===== config.mk =====
export PLATFORM = sky130hd
export DESIGN_NAME = apb_rot_regs
export DESIGN_NICKNAME = d
export VERILOG_FILES = /design/src/rtl/apb_rot_regs.sv
export SDC_FILE = /design/constraint.sdc
export NUM_CORES = 1
export LEC_CHECK = 0
export CAP_MARGIN = 20
export CORE_ASPECT_RATIO = 1.5
export CORE_MARGIN = 4
export CORE_UTILIZATION = 42
export DETAILED_ROUTE_END_ITERATION = 16
export HOLD_SLACK_MARGIN = 0.08
export PLACE_DENSITY = 0.85
export RECOVER_POWER = 25
export REMOVE_ABC_BUFFERS = 1
export SYNTH_ARGS = -nofsm -noshare
export SYNTH_HDL_FRONTEND = slang
export SYNTH_SLANG_ARGS = --single-unit

===== constraint.sdc =====
create_clock -name I_APBIF_PCLK -period 8.4 [get_ports I_APBIF_PCLK]
set_input_delay 1.68 -clock I_APBIF_PCLK [delete_from_list [all_inputs] [get_ports I_APBIF_PCLK]]
set_output_delay 1.68 -clock I_APBIF_PCLK [all_outputs]
set_load 0.05 [all_outputs]

===== src/rtl/apb_rot_regs.sv =====
// APB3 register slave for NUM_CH rotate channels: wait-state FSM, error response,
// self-clearing control pulses and per-channel done interrupts with one aggregated IRQ.
module apb_rot_regs #(
  parameter int NUM_CH   = 2,
  parameter int WAIT_CYC = 0,
  parameter int ADDR_W   = 12
) (
  input  logic                   I_APBIF_PCLK,
  input  logic                   I_APBIF_PRESET,
  input  logic [ADDR_W-1:0]      I_APBIF_PADDR,
  input  logic [31:0]            I_APBIF_PWDATA,
  input  logic                   I_APBIF_PSEL,
  input  logic                   I_APBIF_PENABLE,
  input  logic                   I_APBIF_PWRITE,
  input  logic [NUM_CH*16-1:0]   I_APBIF_ROT_IMG_NEW_H,
  input  logic [NUM_CH*16-1:0]   I_APBIF_ROT_IMG_NEW_W,
  input  logic [NUM_CH-1:0]      I_APBIF_CH_BUSY,
  input  logic [NUM_CH-1:0]      I_APBIF_CH_DONE,
  output logic [31:0]            O_APBIF_PRDATA,
  output logic                   O_APBIF_PREADY,
  output logic                   O_APBIF_PSLVERR,
  output logic [NUM_CH*32-1:0]   O_APBIF_DMA_SRC_IMG,
  output logic [NUM_CH*32-1:0]   O_APBIF_DMA_DST_IMG,
  output logic [NUM_CH*16-1:0]   O_APBIF_ROT_IMG_H,
  output logic [NUM_CH*16-1:0]   O_APBIF_ROT_IMG_W,
  output logic [NUM_CH*2-1:0]    O_APBIF_ROT_IMG_MODE,
  output logic [NUM_CH-1:0]      O_APBIF_ROT_IMG_DIR,
  output logic [NUM_CH-1:0]      O_APBIF_CTRL_START,
  output logic [NUM_CH-1:0]      O_APBIF_CTRL_RESET,
  output logic                   O_APBIF_IRQ
);
  typedef enum logic [1:0] {S_IDLE, S_WAIT, S_DONE} state_t;

  state_t            state_q, state_d;
  logic [3:0]        cnt_q, cnt_d;
  logic [31:0]       prdata_q, prdata_d;
  logic              pslverr_q, pslverr_d;
  logic              irq_q, irq_d;

  logic [ADDR_W-6:0] ch;
  logic [2:0]        reg_sel;
  logic [NUM_CH-1:0] ch_hit, stat_vec, mask_vec;
  logic [31:0]       rd_ch [NUM_CH];
  logic [31:0]       rdata;
  logic              busy_sel, access_err, commit, enter_done;
  logic              unused_paddr;

  assign ch           = I_APBIF_PADDR[ADDR_W-1:5];
  assign reg_sel      = I_APBIF_PADDR[4:2];
  assign unused_paddr = ^I_APBIF_PADDR[1:0];
  assign busy_sel     = |(I_APBIF_CH_BUSY & ch_hit);

  // RESET alone or with START is always accepted; a bare START is refused while busy.
  always_comb begin
    access_err = ~|ch_hit;
    if (I_APBIF_PWRITE) begin
      if (reg_sel == 3'd4) access_err = 1'b1;
      if (busy_sel && ((reg_sel < 3'd4) ||
          (reg_sel == 3'd5 && I_APBIF_PWDATA[0] && !I_APBIF_PWDATA[1])))
        access_err = 1'b1;
    end
  end

  always_comb begin
    rdata = '0;
    for (int i = 0; i < NUM_CH; i++) rdata = rdata | rd_ch[i];
  end

  always_comb begin
    state_d    = state_q;
    cnt_d      = cnt_q;
    prdata_d   = '0;
    pslverr_d  = 1'b0;
    enter_done = 1'b0;
    case (state_q)
      S_IDLE: begin
        if (I_APBIF_PSEL && I_APBIF_PENABLE) begin
          if (WAIT_CYC > 0) begin
            state_d = S_WAIT;
            cnt_d   = 4'(WAIT_CYC);
          end else begin
            enter_done = 1'b1;
          end
        end
      end
      S_WAIT: begin
        if (!I_APBIF_PSEL)        state_d = S_IDLE;
        else if (cnt_q == 4'd1)   enter_done = 1'b1;
        else                      cnt_d = cnt_q - 4'd1;
      end
      S_DONE:  state_d = S_IDLE;
      default: state_d = S_IDLE;
    endcase
    if (enter_done) begin
      state_d   = S_DONE;
      pslverr_d = access_err;
      prdata_d  = (access_err || I_APBIF_PWRITE) ? 32'd0 : rdata;
    end
  end

  assign commit = (state_q == S_DONE) && I_APBIF_PWRITE && !pslverr_q;
  assign irq_d  = |(stat_vec & mask_vec);

  always_ff @(posedge I_APBIF_PCLK or posedge I_APBIF_PRESET) begin
    if (I_APBIF_PRESET) begin
      state_q   <= S_IDLE;
      cnt_q     <= '0;
      prdata_q  <= '0;
      pslverr_q <= 1'b0;
      irq_q     <= 1'b0;
    end else begin
      state_q   <= state_d;
      cnt_q     <= cnt_d;
      prdata_q  <= prdata_d;
      pslverr_q <= pslverr_d;
      irq_q     <= irq_d;
    end
  end

  assign O_APBIF_PRDATA  = prdata_q;
  assign O_APBIF_PSLVERR = pslverr_q;
  assign O_APBIF_PREADY  = (state_q == S_DONE);
  assign O_APBIF_IRQ     = irq_q;

  for (genvar gi = 0; gi < NUM_CH; gi++) begin : g_ch
    logic [31:0] src_q, src_d, dst_q, dst_d, size_q, size_d, rd_val;
    logic [2:0]  cfg_q, cfg_d;
    logic        stat_q, stat_d, mask_q, mask_d;
    logic        start_q, start_d, soft_rst_q, soft_rst_d;

    assign ch_hit[gi] = (ch == (ADDR_W-5)'(gi));

    // A done pulse landing on the same edge as a W1C clear keeps the status set.
    always_comb begin
      src_d      = src_q;
      dst_d      = dst_q;
      size_d     = size_q;
      cfg_d      = cfg_q;
      stat_d     = stat_q;
      mask_d     = mask_q;
      start_d    = 1'b0;
      soft_rst_d = 1'b0;
      if (commit && ch_hit[gi]) begin
        case (reg_sel)
          3'd0: src_d  = I_APBIF_PWDATA;
          3'd1: dst_d  = I_APBIF_PWDATA;
          3'd2: size_d = I_APBIF_PWDATA;
          3'd3: cfg_d  = I_APBIF_PWDATA[2:0];
          3'd5: begin
            soft_rst_d = I_APBIF_PWDATA[1];
            start_d    = I_APBIF_PWDATA[0] & ~I_APBIF_PWDATA[1];
          end
          3'd6: if (I_APBIF_PWDATA[0]) stat_d = 1'b0;
          3'd7: mask_d = I_APBIF_PWDATA[0];
          default: ;
        endcase
      end
      if (I_APBIF_CH_DONE[gi]) stat_d = 1'b1;
    end

    always_comb begin
      rd_val = '0;
      case (reg_sel)
        3'd0: rd_val = src_q;
        3'd1: rd_val = dst_q;
        3'd2: rd_val = size_q;
        3'd3: rd_val = {29'd0, cfg_q};
        3'd4: rd_val = {I_APBIF_ROT_IMG_NEW_W[gi*16 +: 16], I_APBIF_ROT_IMG_NEW_H[gi*16 +: 16]};
        3'd6: rd_val = {31'd0, stat_q};
        3'd7: rd_val = {31'd0, mask_q};
        default: rd_val = '0;
      endcase
    end

    always_ff @(posedge I_APBIF_PCLK or posedge I_APBIF_PRESET) begin
      if (I_APBIF_PRESET) begin
        src_q      <= '0;
        dst_q      <= '0;
        size_q     <= '0;
        cfg_q      <= '0;
        stat_q     <= 1'b0;
        mask_q     <= 1'b0;
        start_q    <= 1'b0;
        soft_rst_q <= 1'b0;
      end else begin
        src_q      <= src_d;
        dst_q      <= dst_d;
        size_q     <= size_d;
        cfg_q      <= cfg_d;
        stat_q     <= stat_d;
        mask_q     <= mask_d;
        start_q    <= start_d;
        soft_rst_q <= soft_rst_d;
      end
    end

    assign rd_ch[gi]                        = ch_hit[gi] ? rd_val : 32'd0;
    assign stat_vec[gi]                     = stat_q;
    assign mask_vec[gi]                     = mask_q;
    assign O_APBIF_DMA_SRC_IMG[gi*32 +: 32] = src_q;
    assign O_APBIF_DMA_DST_IMG[gi*32 +: 32] = dst_q;
    assign O_APBIF_ROT_IMG_H[gi*16 +: 16]   = size_q[15:0];
    assign O_APBIF_ROT_IMG_W[gi*16 +: 16]   = size_q[31:16];
    assign O_APBIF_ROT_IMG_MODE[gi*2 +: 2]  = cfg_q[1:0];
    assign O_APBIF_ROT_IMG_DIR[gi]          = cfg_q[2];
    assign O_APBIF_CTRL_START[gi]           = start_q;
    assign O_APBIF_CTRL_RESET[gi]           = soft_rst_q;
  end
endmodule


After elaboration in Yosys (flattened, before gate mapping)
Index checks and enable logic that the tools add are counted.
{ "classes": {"n_eq_ne": 13, "bitwise_logic": 6, "order_cmp": 1, "addsub": 1, "n_reduce_logical": 39, "muxes": 29} }
{ "op_table": {"columns": ["op", "count"], "rows": [
  ["one-hot mux 32 bit (7 select lines)", 2],
  ["two-way mux 32 bit", 4],
  ["OR 32 bit", 1],
  ["AND reduction 2 bit", 11],
  ["two-way mux 1 bit", 19],
  ["equality test 3 bit (second input constant)", 4],
  ["nonzero test 2 bit", 6],
  ["AND reduction 3 bit", 3],
  ["logical AND 1 bit", 8],
  ["equality test 7 x 1 -> 1 bit (second input constant)", 1],
  ["logical NOT 7 bit", 1],
  ["equality test 3 x 2 -> 1 bit (second input constant)", 2],
  ["OR reduction 2 bit", 3],
  ["bitwise AND 2 bit", 2],
  ["equality test 4 x 1 -> 1 bit (second input constant)", 1],
  ["two-way mux 2 bit", 2],
  ["one-hot mux 2 bit (2 select lines)", 1],
  ["subtractor 4 x 1 -> 4 bit (second input constant)", 1],
  ["equality test 3 x 1 -> 1 bit (second input constant)", 1],
  ["logical NOT 1 bit", 3],
  ["logical NOT 3 bit", 1],
  ["less-than comparator 3 bit (second input constant)", 1],
  ["!= test 3 bit (second input constant)", 1],
  ["equality test 2 x 1 -> 1 bit (second input constant)", 1],
  ["other kinds (7)", 9]
]} }
{ "word_totals": {"input_bits": 117, "out_inout_bits": 237, "register_bits": 246, "elab_cells": 110} }

Longest topological paths before layout
{ "logic_depth": {"word_depth": 10, "mapped_depth": 7, "mapped_depth_nobuf": 4} }

Worst setup path after synthesis
Ideal clock, no wire load.
{ "synth_timing": {"path_kind": "in2reg", "start": "input port I_APBIF_PADDR[7]", "end": "register g_ch[1].size_q[19]", "slack_ns": 4.928, "stages": 5, "arrival_time_ns": 3.348, "cell_sequence": "or4_4 > or2_1 > nor4_4 > buf_6 > mux2_2"} }
{ "synth_via": {"elab_chain_len": 3} }
{ "synth_lines": {"columns": ["item", "line", "text"], "rows": [
  ["start, declared", "10", "input logic [ADDR_W-1:0] I_APBIF_PADDR,"],
  ["equality test 7 x 1 -> 1 bit", "131", "assign ch_hit[gi] = (ch == (ADDR_W-5)'(gi));"],
  ["logical AND 1 bit", "143", "if (commit && ch_hit[gi]) begin"],
  ["AND reduction 2 bit (no line)", null, null],
  ["end signal, assigned", "188", "size_q <= size_d;"],
  ["end, declared", "126", "logic [31:0] src_q, src_d, dst_q, dst_d, size_q, size_d, rd_val;"]
]} }
No other way between the ends.
A chain may end at the register's enable or synchronous reset.

Worst setup path in the final report
{ "layout_timing": {"start": "input port I_APBIF_PADDR[7]", "end": "register prdata_q[24], in the netlist O_APBIF_PRDATA[24]"} }
{ "layout_via": {"elab_chain_len": 9} }
{ "layout_lines": {"columns": ["item", "line", "text"], "rows": [
  ["equality test 7 x 1 -> 1 bit or logical NOT 7 bit (tied branches)", "131", null],
  ["OR reduction 2 bit or bitwise AND 2 bit (tied branches)", "55, 51", null],
  ["logical NOT 1 bit or OR reduction 2 bit (tied branches)", "55, 51", null],
  ["two-way mux 1 bit or logical AND 1 bit (tied branches)", "57, 58", null],
  ["two-way mux 1 bit", "58", "if (busy_sel && ((reg_sel < 3'd4) ||"],
  ["two-way mux 1 bit", "56", "if (I_APBIF_PWRITE) begin"],
  ["logical OR 1 bit", "97", "prdata_d = (access_err || I_APBIF_PWRITE) ? 32'd0 : rdata;"],
  ["two-way mux 32 bit *", "97", null],
  ["two-way mux 32 bit *", "94", "if (enter_done) begin"],
  ["named net prdata_d[24]", "36", "logic [31:0] prdata_q, prdata_d;"],
  ["end signal, assigned", "114", "prdata_q <= prdata_d;"],
  ["end, declared", "36", null]
]} }
Mark *: on every way through the listed nets, which the timed path passes. The rest lies on a longest branch.

==> run metrics <==
status=finished with violations; failing checks=capacitance limit, slew limit; I/O pin total=354; Hold Startpoint=g_ch[0].stat_q; Placed Cells=1435; Die H=205 um; top cells by area, synth=dfrtp_1 55%, mux2_2 20%, mux2i_1 6.3%; Final Setup Violations=0; met2 Usage GRT=44.5%; met1 usage=30.4%; Worst VDD drop=0.000160 V; Post-Syn Instances=810; Setup Skew=0.00827 ns; worst hold-check path type=reg -> reg; post-cts repair resize count=0; worst hold stages=1; non-filler cells, final=1480; Critical Path, Cell by Cell=dlygate4sd3_1 -> or4_1 -> nor2_1 -> nand4_1 -> buf_4 -> o22ai_1; DRC Markers=0; Pre-antenna DRT Iters=5; Setup CP Type=in -> reg; Fin. Hold Viols=0; Synth Area per Inst=13.4 sq um; TNS Setup=0 ns; Worst-Skew Late Latency=0.51 ns; grt met3 use=4.72%; H-tree levels=1; CTS root buffer=clkbuf_16; Syn. warnings=0; CP Max Fanout=19; R2R cell count=5; hold slack=0.518 ns; Post-synth EDFFs=0; first-pass GRT wire length=57.0 mm; Leak Pwr=6.92 nW; initial antenna violation count=1; Vias per Instance=5.92; Final Wtd Congestion=0.845; Total GRT Usage=25.6%; Post-CTS Setup Repair Bufs=0; Reg2Reg Setup Slack=5.87 ns; crit start category=input pin; fmax=206 MHz; drt wl/cell=25.6 um; largest net degree at the start of global routing=119; worst r2r dst=O_APBIF_PRDATA[24]; Worst Tran Pin Value=2.59 ns; vias=8768; Worst EP required=8.81 ns; CTS buffer count=24; vias in the first global route=9419; Top FF cell, synth=dfrtp_1; Starting Density=43.0%; row count=71; post-synthesis sequential area ratio=55.4%; fill count=1999; CTS Buffer Depth=3; multi-input gate area in the final layout=4550 sq um; unrepaired setup endpoints after global routing=no; DP HPWL=25.1 mm; GR peak layer=met2; Sink Count=241; top-area cell type share of the netlist area=55.4%; Synth cell types=39; storage element area=6030 sq um; Slowest-stage cell, CP=nand4_1; Power Dens Cells=157 nW/um^2; Cell Area, Synth=10900 sq um; port bufs=351; CTS tree=yes; Die W=140 um; WL final=37.8 mm; Post-CTS Hold Fix Bufs=0; total of max-cap violations=1; fin. max-slew vios=50; Iter 0 DRT Violations=480; hold endpoint=g_ch[0].stat_q; Clock transition at path regs=0.06 ns; Post-DRT Antenna Nets=0; GRT overflow=0; Synth area leader=dfrtp_1; WP data arrival=5.27 ns; share of layout cells above drive strength 1=23.9%; Final period util=57.9%; die area=28600 sq um; Core Box Area=25300 sq um; Final min period=4.86 ns; Setup crit end kind=flop; Total Nets Final=1251; relative max-transition margin=-72.9%; R2R Path Start=state_q[1]; fraction of registers with async set/reset=100%; post-synthesis register bit count=241; Critical Path Max Stage Delay=0.95 ns; Area Overhead vs Synth=42.0%
-- worst max-delay path by stage --
stage | start | slack (ns) | to | cells after the start
6_report | I_APBIF_PADDR[7] | 3.54 | O_APBIF_PRDATA[24] | 6
5_1_grt | I_APBIF_PRESET | 2.91 | g_ch[0].mask_q | 3
4_1_cts | I_APBIF_PADDR[7] | 3.82 | O_APBIF_PRDATA[24] | 6
3_5_place_dp | I_APBIF_PADDR[7] | 3.29 | O_APBIF_PRDATA[24] | 6
3_3_place_gp | I_APBIF_PADDR[7] | 3.38 | O_APBIF_PRDATA[24] | 6
2_1_floorplan | I_APBIF_PRESET | 0.10 | O_APBIF_IRQ | 1
-- layout make-up --
| type | instances | share of cell area [%] |
|---|---|---|
| clock inverters | 10 | 0.550 |
| flip-flops and latches | 241 | 39.0 |
| repair buffers | 369 | 23.6 |
| well taps | 328 | 2.65 |
| multi-input cells | 492 | 29.4 |
| clock buffers | 33 | 4.63 |
| inverters | 6 | 0.194 |
| diodes | 1 | 0.0162 |
-- state kept, by name, summed over array words and instances, names as in the netlist, 2 cells and up --
| register | count |
|---|---|
| g_ch.soft_rst_q | 2 |
| O_APBIF_PRDATA | 32 |
| g_ch.size_q | 64 |
| g_ch.start_q | 2 |
| g_ch.stat_q | 2 |
| g_ch.mask_q | 2 |
| g_ch.cfg_q | 6 |
| g_ch.dst_q | 64 |
| g_ch.src_q | 64 |
-- per-stage QoR --
stage	setup slack, ns	total power [mW]	area (sq um)	util [%]
4_1_cts	3.82	2.45	15500	61.0
6_report	3.54	2.43	15500	61.1
3_5_place_dp	3.29	1.38	14700	57.9
5_1_grt	2.91	2.51	15500	61.1
2_1_floorplan	0.104	1.26	10600	-
3_3_place_gp	3.38	1.37	14700	57.9
-- metal layers --
layer	share of wire, %	vias to the layer above
met2	51	502
met3	7.0	126
met4	5.5	0
met5	0	-
li1	-	3726
met1	37	4414
-- cells by family (layout without fill, tap and decap cells) --
group / Yosys count / after routing / synth area share, %
muxes: 271 / 271 / 27.4
DFF: 241 / 241 / 55.4
AOI/OAI and AO/OA: 170 / 170 / 11.0
buffers and inverters: 77 / 418 / 3.25
and+or+nand+nor: 51 / 51 / 3.00
other: 0 / 1 / 0
-- critical path: cells and delay by family --
family	cells	cell delay [ns]
AOI/OAI and AO/OA	1	0.27
buffers and inverters	2	1.11
and+or+nand+nor	3	2.17
-- Yosys cell counts, drive strengths merged (5+ instances only) --
cell and instances:
clkbuf 38, buf 33, nor2 11, o22ai 32
mux2 200, dfrtp 241, nand3b 9, o21ai 15
o2bb2ai 58, a31oi 58, inv 5, mux2i 69
nand4 6
-- placed cells by master, fill, tap and decap left out, types with 3 or more instances in the layout --
cell | Yosys | layout
dlygate4sd3_1 | 0 | 9
clkbuf_8 | 0 | 6
mux2i_1 | 69 | 69
buf_4 | 4 | 17
a31oi_1 | 58 | 58
nor2_1 | 11 | 10
dfrtp_1 | 241 | 241
o2bb2ai_1 | 58 | 58
clkbuf_1 | 38 | 3
clkinv_2 | 0 | 6
nand3b_1 | 9 | 9
mux2_2 | 198 | 198
o21ai_0 | 15 | 15
inv_1 | 4 | 3
nand4_1 | 6 | 6
clkbuf_16 | 0 | 25
or2_2 | 3 | 3
o22ai_1 | 32 | 32
clkdlybuf4s50_1 | 0 | 340
nand3_2 | 0 | 4
-- report_power, final --
part	internal, mW	switching (mW)	total, mW	leakage (nW)
Combinational	0.0777	0.112	0.189	3.16
Sequential	1.16	0.00291	1.17	3.36
Clock	0.627	0.448	1.08	0.400
Total	1.87	0.563	2.43	6.92
No activity file was read; power rests on OpenSTA's default activity.
